==> src/rtl/frame_sync_if.sv <==
// frame_sync_if -- serial input and status outputs of the frame synchroniser.
// master: bit source / observer side. slave: the frame_sync block itself.
interface frame_sync_if;
    logic       bitstream;
    logic       bit_valid;
    logic       detect;
    logic       locked;
    logic [1:0] state;
    logic [2:0] frame_pos;
    logic [7:0] match_count;

    modport master (
        output bitstream, bit_valid,
        input  detect, locked, state, frame_pos, match_count
    );

    modport slave (
        input  bitstream, bit_valid,
        output detect, locked, state, frame_pos, match_count
    );
endinterface

==> src/rtl/frame_sync.sv <==
// frame_sync -- serial frame marker detector with SEARCH/CHECK/LOCKED tracking.
// A marker must recur on consecutive frame boundaries LOCK_HITS times to lock;
// MISS_LIMIT consecutive boundary misses drop lock again.
// Optional build macro FRAME_SYNC_STATS_EN adds the saturating match_count of
// boundary matches seen while locked; without it match_count is tied to 0.
module frame_sync #(
    parameter logic [7:0]  PATTERN    = 8'b10001101,
    parameter int unsigned LOCK_HITS  = 2,
    parameter int unsigned MISS_LIMIT = 2
) (
    input  logic        clk,
    input  logic        rst,
    frame_sync_if.slave bus
);

    typedef enum logic [1:0] {
        SEARCH = 2'd0,
        CHECK  = 2'd1,
        LOCKED = 2'd2
    } state_t;

    localparam logic [3:0] LOCK_HITS_W  = 4'(LOCK_HITS);
    localparam logic [3:0] MISS_LIMIT_W = 4'(MISS_LIMIT);

    state_t     state_q, state_d;
    // Only the seven most recent bits are kept; the eighth is the live input.
    logic [6:0] sr_q;
    logic [2:0] pos_q, pos_d;
    logic [3:0] hit_q, hit_d;
    logic [3:0] miss_q, miss_d;
    logic       detect_p1;
    logic       match;
    logic       boundary;

    // Marker compare on the incoming bit and frame-boundary qualifier.
    always_comb begin
        match    = bus.bit_valid && ({sr_q, bus.bitstream} == PATTERN);
        boundary = bus.bit_valid && (pos_q == 3'd7);
    end

    // History shift register, advanced only on consumed bits.
    always_ff @(posedge clk) begin
        if (rst)
            sr_q <= '0;
        else if (bus.bit_valid)
            sr_q <= {sr_q[5:0], bus.bitstream};
    end

    // Next-state logic: alignment search, confirmation and lock maintenance.
    always_comb begin
        state_d = state_q;
        pos_d   = pos_q;
        hit_d   = hit_q;
        miss_d  = miss_q;
        if (bus.bit_valid) begin
            pos_d = pos_q + 3'd1;
            case (state_q)
                SEARCH: begin
                    if (match) begin
                        // Realign: the next consumed bit starts a new frame.
                        state_d = CHECK;
                        hit_d   = 4'd1;
                        pos_d   = 3'd0;
                    end
                end
                CHECK: begin
                    if (boundary) begin
                        if (match) begin
                            hit_d = hit_q + 4'd1;
                            if (hit_q + 4'd1 == LOCK_HITS_W) begin
                                state_d = LOCKED;
                                miss_d  = 4'd0;
                            end
                        end else begin
                            state_d = SEARCH;
                            hit_d   = 4'd0;
                        end
                    end
                end
                LOCKED: begin
                    if (boundary) begin
                        if (match) begin
                            miss_d = 4'd0;
                        end else if (miss_q + 4'd1 == MISS_LIMIT_W) begin
                            state_d = SEARCH;
                            miss_d  = 4'd0;
                            hit_d   = 4'd0;
                        end else begin
                            miss_d = miss_q + 4'd1;
                        end
                    end
                end
                default: begin
                    state_d = SEARCH;
                    hit_d   = 4'd0;
                    miss_d  = 4'd0;
                end
            endcase
        end
    end

    // State, position and counter registers plus the registered detect pulse.
    always_ff @(posedge clk) begin
        if (rst) begin
            state_q   <= SEARCH;
            pos_q     <= 3'd0;
            hit_q     <= 4'd0;
            miss_q    <= 4'd0;
            detect_p1 <= 1'b0;
        end else begin
            state_q   <= state_d;
            pos_q     <= pos_d;
            hit_q     <= hit_d;
            miss_q    <= miss_d;
            detect_p1 <= match;
        end
    end

`ifdef FRAME_SYNC_STATS_EN
    logic [7:0] match_count_q;

    // Count boundary matches while locked, holding at 255.
    always_ff @(posedge clk) begin
        if (rst)
            match_count_q <= 8'd0;
        else if ((state_q == LOCKED) && boundary && match && (match_count_q != 8'hFF))
            match_count_q <= match_count_q + 8'd1;
    end

    assign bus.match_count = match_count_q;
`else
    assign bus.match_count = 8'd0;
`endif

    assign bus.detect    = detect_p1;
    assign bus.locked    = (state_q == LOCKED);
    assign bus.state     = state_q;
    assign bus.frame_pos = pos_q;

endmodule
==> src/flat_wrapper.sv <==
// flat-port wrapper written by rule: the top's interface ports become plain ports
module frame_sync_flat 
#(
    parameter logic [7:0]  PATTERN    = 8'b10001101,
    parameter int unsigned LOCK_HITS  = 2,
    parameter int unsigned MISS_LIMIT = 2
)
  (clk, rst, bus_bitstream, bus_bit_valid, bus_detect, bus_locked, bus_state, bus_frame_pos, bus_match_count);
  frame_sync_if bus_i ();
  input  logic clk;
  input  logic rst;
  input wire logic [$bits(bus_i.bitstream)-1:0] bus_bitstream;
  input wire logic [$bits(bus_i.bit_valid)-1:0] bus_bit_valid;
  output wire logic [$bits(bus_i.detect)-1:0] bus_detect;
  output wire logic [$bits(bus_i.locked)-1:0] bus_locked;
  output wire logic [$bits(bus_i.state)-1:0] bus_state;
  output wire logic [$bits(bus_i.frame_pos)-1:0] bus_frame_pos;
  output wire logic [$bits(bus_i.match_count)-1:0] bus_match_count;
  assign bus_i.bitstream = bus_bitstream;
  assign bus_i.bit_valid = bus_bit_valid;
  assign bus_detect = bus_i.detect;
  assign bus_locked = bus_i.locked;
  assign bus_state = bus_i.state;
  assign bus_frame_pos = bus_i.frame_pos;
  assign bus_match_count = bus_i.match_count;
  frame_sync #(.PATTERN(PATTERN), .LOCK_HITS(LOCK_HITS), .MISS_LIMIT(MISS_LIMIT)) u_core (.clk(clk), .rst(rst), .bus(bus_i));
endmodule
==> config.mk <==
export PLATFORM = sky130hd
export DESIGN_NAME = frame_sync_flat
export DESIGN_NICKNAME = d
export VERILOG_FILES = /design/src/rtl/frame_sync_if.sv /design/src/rtl/frame_sync.sv /design/src/flat_wrapper.sv
export SDC_FILE = /design/constraint.sdc
export NUM_CORES = 1
export LEC_CHECK = 0
export CORE_UTILIZATION = 28
export DETAILED_ROUTE_END_ITERATION = 10
export DONT_BUFFER_PORTS = 1
export GPL_TIMING_DRIVEN = 0
export PLACE_DENSITY_LB_ADDON = 0.3
export SLEW_MARGIN = 20
export SYNTH_ARGS = -nofsm -noshare
export SYNTH_HDL_FRONTEND = slang
export SYNTH_SLANG_ARGS = --single-unit
==> constraint.sdc <==
create_clock -name clk -period 5.8 [get_ports clk]
set_clock_uncertainty 0.2 [all_clocks]
set_input_delay 0.58 -clock clk [delete_from_list [all_inputs] [get_ports clk]]
set_output_delay 0.58 -clock clk [all_outputs]
set_load 0.02 [all_outputs]
Word-level counts from Yosys, hierarchy flattened
Index checks and enable logic that the tools add are counted.
{"block": "word_totals", "reg_bits": 21, "output_inout_bits": 15}
{"block": "op_classes", "add_sub_neg": 3, "eq_ne": 14, "n_mux": 24, "n_bitwise": 1, "reduce_logical": 6}
{"cell": "4-bit two-way mux", "n": 12}
{"cell": "4-bit case mux with 3 select lines", "n": 2}
{"cell": "2-bit two-way mux", "n": 7}
{"cell": "2-bit by 1-bit != test with 1-bit output, second input constant", "n": 6}
{"cell": "6-bit AND reduction", "n": 2}
{"cell": "4-bit by 1-bit adder with 4-bit output, second input constant", "n": 2}
{"cell": "4-bit by 2-bit == test with 1-bit output, second input constant", "n": 2}
{"cell": "8-bit == test, second input constant", "n": 1}
{"cell": "7-bit AND reduction", "n": 1}
{"cell": "3-bit two-way mux", "n": 2}
{"cell": "2-bit case mux with 3 select lines", "n": 1}
{"cell": "3-bit by 1-bit adder with 3-bit output, second input constant", "n": 1}
{"cell": "3-bit == test, second input constant", "n": 1}
{"cell": "3-bit != test, second input constant", "n": 1}
{"cell": "2-bit by 1-bit == test with 1-bit output, second input constant", "n": 1}
{"cell": "2-bit == test, second input constant", "n": 1}
{"cell": "1-bit logical AND", "n": 2}
{"cell": "2-bit zero test", "n": 1}
{"cell": "2-bit != test, second input constant", "n": 1}
{"cell": "1-bit NOT", "n": 1}

Longest topological paths before layout
Gate-level depths: netlist (run 1).
{"block": "logic_depth", "word_depth": 6, "depth_mapped": 7, "mapped_depth_nobuf": 7}

Least setup slack after synthesis (run 1)
No wires, ideal clock.
{"block": "synth_path", "kind": "input-to-reg", "start": "input bus_bit_valid", "end": "register u_core.state_q[1] (netlist: u_core.bus.state[1])", "arrival_time_ns": 1.912, "t_required_ns": 5.479, "slack_ns": 3.567, "cell_stages": 6, "path_buffers": 1, "path_cell_list": "buf_2 nand4bb_1 o311ai_0 nor3_1 o21bai_2 mux2_2"}
{"block": "synth_between", "elab_chain_cells": 4}
{"item": "from (decl)", "line_no": "flat_wrapper.sv:13", "source": "input wire logic [$bits(bus_i.bit_valid)-1:0] bus_bit_valid;"}
{"item": "1-bit logical AND", "line_no": "frame_sync.sv:37", "source": "match = bus.bit_valid && ({sr_q, bus.bitstream} == PATTERN);"}
{"item": "2-bit two-way mux", "line_no": "frame_sync.sv:68", "source": "if (match) begin"}
{"item": "2-bit two-way mux", "line_no": "frame_sync.sv:67", "source": "if (boundary) begin"}
{"item": "2-bit case mux with 3 select lines", "line_no": "frame_sync.sv:57", "source": "case (state_q)"}
{"item": "to (signal assigned)", "line_no": "frame_sync.sv:111", "source": "state_q <= state_d;"}
{"item": "to (decl)", "line_no": "frame_sync.sv:25", "source": "state_t state_q, state_d;"}
Several ways; a longest one is shown, not always the timed one. The select of a mux whose other input is x is not followed.
A chain may end at the register's enable or synchronous reset.

Worst setup path after layout (run 1)
{"block": "layout_path", "start": "register u_core.state_q[1] (netlist: u_core.bus.state[1])", "end": "register u_core.miss_q[2]"}
{"block": "layout_between", "elab_chain_cells": 3}
{"item": "2-bit == test (*)"}
{"item": "net bus_locked", "line_no": "flat_wrapper.sv:15", "source": "output wire logic [$bits(bus_i.locked)-1:0] bus_locked;"}
{"item": "2-bit by 1-bit != test with 1-bit output (no source line)"}
{"item": "6-bit AND reduction (no source line)"}
{"item": "to (signal assigned)", "line_no": "frame_sync.sv:114", "source": "miss_q <= miss_d;"}
{"item": "to (decl)", "line_no": "frame_sync.sv:30", "source": "logic [3:0] miss_q, miss_d;"}
Mark *: on every way through the listed nets, which the timed path passes. The rest lies on a longest branch.

==> insert_results.sql, run 1 <==
INSERT INTO impl_metrics (metric_group, metric, value, unit) VALUES
('status', 'outcome', 'complete, no violations', ''),
('detailed_routing', 'vias_per_cell', '4.85', ''),
('logic_synthesis', 'synth_most_common_cell', 'dfxtp_1', ''),
('layout', 'drive_above_1_share', '0.160', ''),
('run', 'max-cap-violations', '0', ''),
('sta', 'achievable-frequency', '0.404', 'GHz'),
('logic_synthesis', 'cell_count_after_synthesis', '145', ''),
('die', 'rows', '23', ''),
('sta', 'max_slew_margin', '0.557', ''),
('clock_tree', 'worst_skew_pair.late_latency', '0.26', 'ns'),
('layout', 'areaGrowthSynthToFinish', '10.9', '%'),
('clock_tree', 'clock_sink_count', '21', ''),
('die', 'core', '4120', 'um^2'),
('detailed_routing', 'wire_per_inst', '12.1', 'um'),
('logic_synthesis', 'synth_warnings', '0', ''),
('place', 'worst_slack_at_placement', '3.32', 'ns'),
('clock_tree', 'post_cts.repair.setup_buffers', '0', ''),
('global_routing', 'first_pass_grt_wire_length', '4230', 'um'),
('clock_tree', 'clock_tree.root_cell', 'clkbuf_8', ''),
('hold_path', 'min_path_type', 'in2reg', ''),
('logic_synthesis', 'postSynthAreaPerCell', '8.47', 'um^2'),
('clock_tree', 'clock_tree.htree_level_count', '1', ''),
('die', 'floorplan.die_area', '4660', 'um^2'),
('sta', 'hold_violations', '0', ''),
('die', 'die_h', '68.2', 'um'),
('global_routing', 'grt_max_degree', '12', ''),
('detailed_routing', 'drc', '0', ''),
('sta', 'grt_setup_unrepaired', 'false', ''),
('clock_tree', 'tritoncts', 'yes', ''),
('power', 'peak_supply_drop', '111', 'uV'),
('logic_synthesis', 'ys.flop_type', 'dfxtp_1', ''),
('place', 'finalWeightedCongestion', '0.830', ''),
('layout', 'insertedDiodeCount', '0', ''),
('sta', 'report.final.setup_viol', '0', ''),
('logic_synthesis', 'synth_edf_count', '0', ''),
('logic_synthesis', 'synth_top_area_cells', 'dfxtp_1 (34%), ha_1 (6.1%), mux2i_1 (5.7%)', ''),
('sta', 'finalWorstSetupSlack', '3.32', 'ns'),
('layout', 'final-seq-area', '420', 'um^2'),
('die', 'dieWidth', '68.2', 'um'),
('logic_synthesis', 'synth_area', '1230', 'um^2'),
('clock_tree', 'cts_stage_hold_buffer_count', '0', ''),
('logic_synthesis', 'synthTopCellsByCount', 'dfxtp_1 (21), nor2_1 (17), nand2_1 (11)', ''),
('critical_path', 'worst_ep_required_time', '5.79', 'ns'),
('logic_synthesis', 'synth-seq-area-share', '0.342', ''),
('critical_path', 'crit_arrival', '2.46', 'ns'),
('logic_synthesis', 'synth-seq-cells', '21', ''),
('critical_path', 'crit_fanout', '9', ''),
('die', 'io-pin-count', '19', ''),
('die', 'effective_utilization_at_floorplan', '0.299', ''),
('logic_synthesis', 'ys_async_sr_fraction', '0', ''),
('sta', 'timing_max_transition_violations_final', '0', ''),
('critical_path', 'critPathKind', 'reg2reg', ''),
('clock_tree', 'cts.reportedPaths.clkPinSlew', '0.08', 'ns'),
('layout', 'finalNetCount', '167', ''),
('place', 'port-buffer-count', '0', ''),
('clock_tree', 'cts_repair_resize_count', '0', ''),
('power', 'power_leakage', '0.542', 'nW'),
('detailed_routing', 'detail_route.wirelength', '2500', 'um'),
('detailed_routing', 'ant_nets', '0', ''),
('sta', 'worst_margin_pin_slew', '0.659', 'ns'),
('logic_synthesis', 'synth_top_area_frac', '0.342', ''),
('critical_path', 'endpoint_kind_of_the_worst_setup_timing_path', 'flop', ''),
('detailed_routing', 'vias', '999', ''),
('clock_tree', 'numCtsBuffers', '3', ''),
('detailed_routing', 'detailedRoute.firstPassIterationCount', '4', ''),
('global_routing', 'vias_in_the_first_global_route', '978', ''),
('logic_synthesis', 'synth.largest_area_cell', 'dfxtp_1', ''),
('sta', 'layout_min_cycle_time', '2.48', 'ns'),
('global_routing', 'global_route.usage.total', '0.121', ''),
('layout', 'count_of_filler_cells_inserted_in_the_layout', '429', ''),
('sta', 'final.period_utilization', '0.427', ''),
('power', 'power-per-cell-area', '195', 'nW/um^2'),
('detailed_routing', 'drt_iter0_markers', '39', ''),
('sta', 'totalNegativeSetupSlack', '0', 'ns'),
('place', 'dpl.hpwl', '1950', 'um'),
('global_routing', 'antenna_found_initial', '0', ''),
('layout', 'multi_input_area', '731', 'um^2'),
('critical_path', 'critical_path.startpoint_type', 'flop', ''),
('global_routing', 'globalRouteOverflowTotal', '0', ''),
('clock_tree', 'cts.path.max_buffers', '2', ''),
('logic_synthesis', 'ys_types', '43', '');
per-stage QoR:
step                 util  power (mW)  hold WS [ns]  instances  cell area, um^2
floorplan               -       0.170         0.263        152             1250
global placement    0.320       0.173         0.286        202             1320
detailed placement  0.320       0.173         0.289        202             1320
CTS                 0.331       0.270         0.281        206             1360
global route        0.331       0.279         0.305        206             1360
finish              0.331       0.265         0.295        206             1360
final timing paths:
| check | start | end | slack (ns) | cells after the start |
|---|---|---|---|---|
| setup / recovery | u_core.bus.state[1] | u_core.miss_q[2] | 3.32 | 5 |
| hold / removal | bus_bitstream | u_core.sr_q[0] | 0.29 | 2 |
| setup reg to reg | u_core.bus.state[1] | u_core.miss_q[2] | 3.32 | 5 |
| hold reg to reg | u_core.sr_q[3] | u_core.sr_q[3] | 0.30 | 2 |
sequential cells by signal, summed over array words and instances, names as in the netlist:
signal                count
u_core.hit_q              4
u_core.bus.frame_pos      3
u_core.sr_q               7
u_core.miss_q             4
u_core.bus.detect         1
u_core.bus.state          2
cell families after synthesis:
logic type | count (synthesis) | synth area share
mux | 9 | 0.0754
compound gates | 30 | 0.170
fa+ha+maj | 6 | 0.0611
other cells | 1 | 0.00305
xor+xnor | 1 | 0.00713
simple gates | 58 | 0.257
flops | 21 | 0.342
buf+inv | 19 | 0.0845
worst max-delay path, stage by stage, from the launching register on:
cell     delay (ns)
dfxtp_1        0.44
buf_2          0.25
nor2b_1        0.53
o31ai_1        0.31
or4_1          0.54
a21oi_1        0.14
routing by layer:
metal	routed length, um	share of wire	up-vias	track usage
li1	-	-	521	-
met1	1140	0.46	455	0.141
met2	1190	0.48	21	0.206
met3	149	0.060	2	0.0317
met4	20	0.0080	0	0.0521
met5	0	0	-	0
area by class of cell:
cell class | count | share of cell area
Clock buffer | 4 | 0.0331
Buffer | 14 | 0.0624
Tap cell | 50 | 0.0459
Inverter | 5 | 0.0138
Sequential cell | 21 | 0.309
Multi-Input combinational cell | 112 | 0.536
where the power goes:
group / internal (mW) / switching [mW]
sequential: 0.146 / 0.00318
clock: 0.0489 / 0.0468
combinational: 0.00811 / 0.0125
total: 0.203 / 0.0625
placed cells by master, fill, tap and decap left out, types with 2 or more instances in the layout:
master / synthesis / routed
buf_2: 2 / 2
or2_2: 2 / 2
or4_1: 2 / 2
clkbuf_8: 0 / 3
conb_1: 1 / 8
o21ai_0: 4 / 4
nor3_1: 2 / 2
nand3b_1: 3 / 3
mux2i_1: 7 / 7
a21oi_1: 10 / 10
clkbuf_1: 3 / 4
or3_1: 2 / 2
nor2b_1: 3 / 3
nor4_2: 2 / 2
mux2_2: 2 / 2
ha_1: 6 / 6
inv_1: 5 / 5
a31o_2: 3 / 3
nand3_1: 6 / 6
buf_4: 8 / 8
nand2b_1: 2 / 2
nand2_1: 11 / 11
a211oi_1: 2 / 2
dfxtp_1: 21 / 21
nor2_1: 17 / 17
Note: power is estimated with default switching activity, not from simulation.
==> run 2, diff against run 1 <==
clock period = 2.5 ns   (was 5.8 ns; I/O delays follow)
==> insert_results.sql, run 2 (same netlist as run 1, synthesis figures left out) <==
INSERT INTO impl_metrics (metric_group, metric, value, unit) VALUES
('layout', 'largest_register_ff_count', '7', ''),
('layout', 'most_frequent_standard_cell_in_the_layout_excluding_fill_and_tap_cells', 'dfxtp_1', ''),
('layout', 'final_util', '0.334', ''),
('critical_path', 'reg2regPathDepth', '5', ''),
('detailed_routing', 'detail_route.wirelength', '2520', 'um'),
('power', 'peak_supply_drop', '257', 'uV'),
('clock_tree', 'cts.reportedPaths.clkPinSlew', '0.08', 'ns'),
('detailed_routing', 'vias', '1017', ''),
('sta', 'totalNegativeSetupSlack', '0', 'ns'),
('sta', 'worst_hold_slack', '0.0279', 'ns'),
('layout', 'insertedDiodeCount', '0', ''),
('sta', 'grt_setup_unrepaired', 'false', ''),
('layout', 'multi_input_area', '733', 'um^2'),
('critical_path', 'worst_ep_required_time', '2.49', 'ns'),
('die', 'rows', '23', ''),
('critical_path', 'worst-r2r-setup-slack', '0.26', 'ns'),
('layout', 'mostFrequentLayoutCells', 'dfxtp_1 (21), nor2_1 (17), nand2_1 (11), a21oi_1 (10)', ''),
('hold_path', 'min_path_type', 'in2reg', ''),
('clock_tree', 'worst_skew_pair.late_latency', '0.26', 'ns'),
('detailed_routing', 'vias_per_cell', '4.91', ''),
('clock_tree', 'clock_sink_count', '21', ''),
('critical_path', 'critPathKind', 'reg2reg', ''),
('global_routing', 'global_route.usage.total', '0.121', ''),
('place', 'finalWeightedCongestion', '0.830', ''),
('clock_tree', 'post_cts.repair.setup_buffers', '0', ''),
('global_routing', 'vias_in_the_first_global_route', '979', ''),
('critical_path', 'crit-reg2reg-capture', 'u_core.miss_q[2]', ''),
('hold_path', 'hold_start', 'rst', ''),
('place', 'dpl.hpwl', '1950', 'um'),
('hold_path', 'min_to', 'u_core.hit_q[0]', ''),
('clock_tree', 'clock_tree.root_cell', 'clkbuf_8', ''),
('detailed_routing', 'wire_per_inst', '12.2', 'um'),
('layout', 'areaGrowthSynthToFinish', '11.9', '%'),
('global_routing', 'grt_max_degree', '12', ''),
('run', 'max-cap-violations', '0', ''),
('critical_path', 'endpoint_kind_of_the_worst_setup_timing_path', 'flop', ''),
('clock_tree', 'clock_tree.htree_level_count', '1', ''),
('critical_path', 'crit-reg2reg-launch', 'u_core.bus.state[1]', ''),
('clock_tree', 'numCtsBuffers', '3', ''),
('critical_path', 'crit_arrival', '2.23', 'ns'),
('hold_path', 'hold_depth', '3', ''),
('status', 'outcome', 'complete, no violations', ''),
('detailed_routing', 'detailedRoute.firstPassIterationCount', '4', ''),
('layout', 'finalNetCount', '168', ''),
('die', 'io-pin-count', '19', ''),
('place', 'port-buffer-count', '0', ''),
('layout', 'final-seq-area', '420', 'um^2'),
('critical_path', 'critical_path.startpoint_type', 'flop', ''),
('detailed_routing', 'drt_iter0_markers', '26', ''),
('layout', 'largest-register', 'u_core.sr_q', ''),
('die', 'core', '4120', 'um^2'),
('power', 'power-per-cell-area', '449', 'nW/um^2'),
('layout', 'drive_above_1_share', '0.166', ''),
('sta', 'worst_margin_pin_slew', '0.644', 'ns'),
('power', 'power_leakage', '0.546', 'nW'),
('sta', 'layout_min_cycle_time', '2.24', 'ns'),
('layout', 'count_of_filler_cells_inserted_in_the_layout', '431', ''),
('critical_path', 'crit_fanout', '9', ''),
('detailed_routing', 'ant_nets', '0', ''),
('sta', 'timing_max_transition_violations_final', '0', ''),
('die', 'dieWidth', '68.2', 'um'),
('sta', 'achievable-frequency', '0.446', 'GHz'),
('sta', 'hold_violations', '0', ''),
('global_routing', 'antenna_found_initial', '0', ''),
('sta', 'report.final.setup_viol', '0', ''),
('die', 'effective_utilization_at_floorplan', '0.299', ''),
('die', 'die_h', '68.2', 'um'),
('clock_tree', 'tritoncts', 'yes', ''),
('detailed_routing', 'drc', '0', ''),
('global_routing', 'first_pass_grt_wire_length', '4230', 'um'),
('layout', 'biggestRegsByFlops', 'u_core.sr_q (7), u_core.hit_q (4), u_core.miss_q (4)', ''),
('global_routing', 'globalRouteOverflowTotal', '0', ''),
('clock_tree', 'cts.path.max_buffers', '2', ''),
('sta', 'max_slew_margin', '0.567', ''),
('sta', 'final.period_utilization', '0.897', ''),
('die', 'floorplan.die_area', '4660', 'um^2');
## run 2: changes by cell type in the layout (fill, tap and decap cells not counted), sizes merged
cell,previous run,this run
dlygate4sd3,0,1
## run 2: final cells by class
type	instances	area share
plain buffers	14	0.0619
flip-flops and latches	21	0.306
multi-input cells	112	0.533
well taps	50	0.0455
clock buffers	4	0.0328
inverters	5	0.0136
repair buffers	1	0.00728
## run 2: critical path: stages, from the launching register on
cell	delay, ns
dfxtp_1	0.44
buf_2	0.25
nor2b_2	0.38
o31ai_1	0.24
or4_1	0.52
a21oi_1	0.14
## run 2: through the flow
| step | setup slack (ns) | std cells | instance area, um^2 | total power [mW] |
|---|---|---|---|---|
| floorplan | 0.349 | 152 | 1250 | 0.395 |
| global placement | 0.0608 | 202 | 1320 | 0.401 |
| detailed placement | 0.0203 | 202 | 1320 | 0.402 |
| CTS | 0.00103 | 207 | 1370 | 0.629 |
| global route | 0.110 | 207 | 1380 | 0.648 |
| finish | 0.259 | 207 | 1380 | 0.617 |
## run 2: layer usage
layer  global-route usage  vias up  part of all wire
li1                     -      525                 -
met1                0.141      466              0.46
met2                0.206       24              0.47
met3               0.0317        2             0.061
met4               0.0521        0            0.0079
met5                    0        -                 0
## run 2: worst max-delay path by stage
| stage | from | end | slack, ns | cells past startpoint |
|---|---|---|---|---|
| after floorplan | u_core.bus.state[1] | u_core.miss_q[2] | 0.35 | 5 |
| after global placement | u_core.bus.state[1] | u_core.miss_q[2] | 0.06 | 5 |
| after detailed placement | u_core.bus.state[1] | u_core.miss_q[3] | 0.02 | 5 |
| after CTS | u_core.bus.state[1] | u_core.miss_q[3] | 0.001 | 5 |
| after global routing | u_core.bus.state[1] | u_core.miss_q[2] | 0.11 | 5 |
| final | u_core.bus.state[1] | u_core.miss_q[2] | 0.26 | 5 |
## run 2: what timing repair did
item                                   CTS  global route
setup endpoints to repair                0             3
hold buffers                             1             0
endpoints found under the hold margin    1             0
resized for setup                        0             1
## run 2: report_power, final
group          total [mW]  switching, mW  internal (mW)
Sequential          0.346        0.00744          0.339
Combinational      0.0493         0.0295         0.0198
Clock               0.222          0.108          0.113
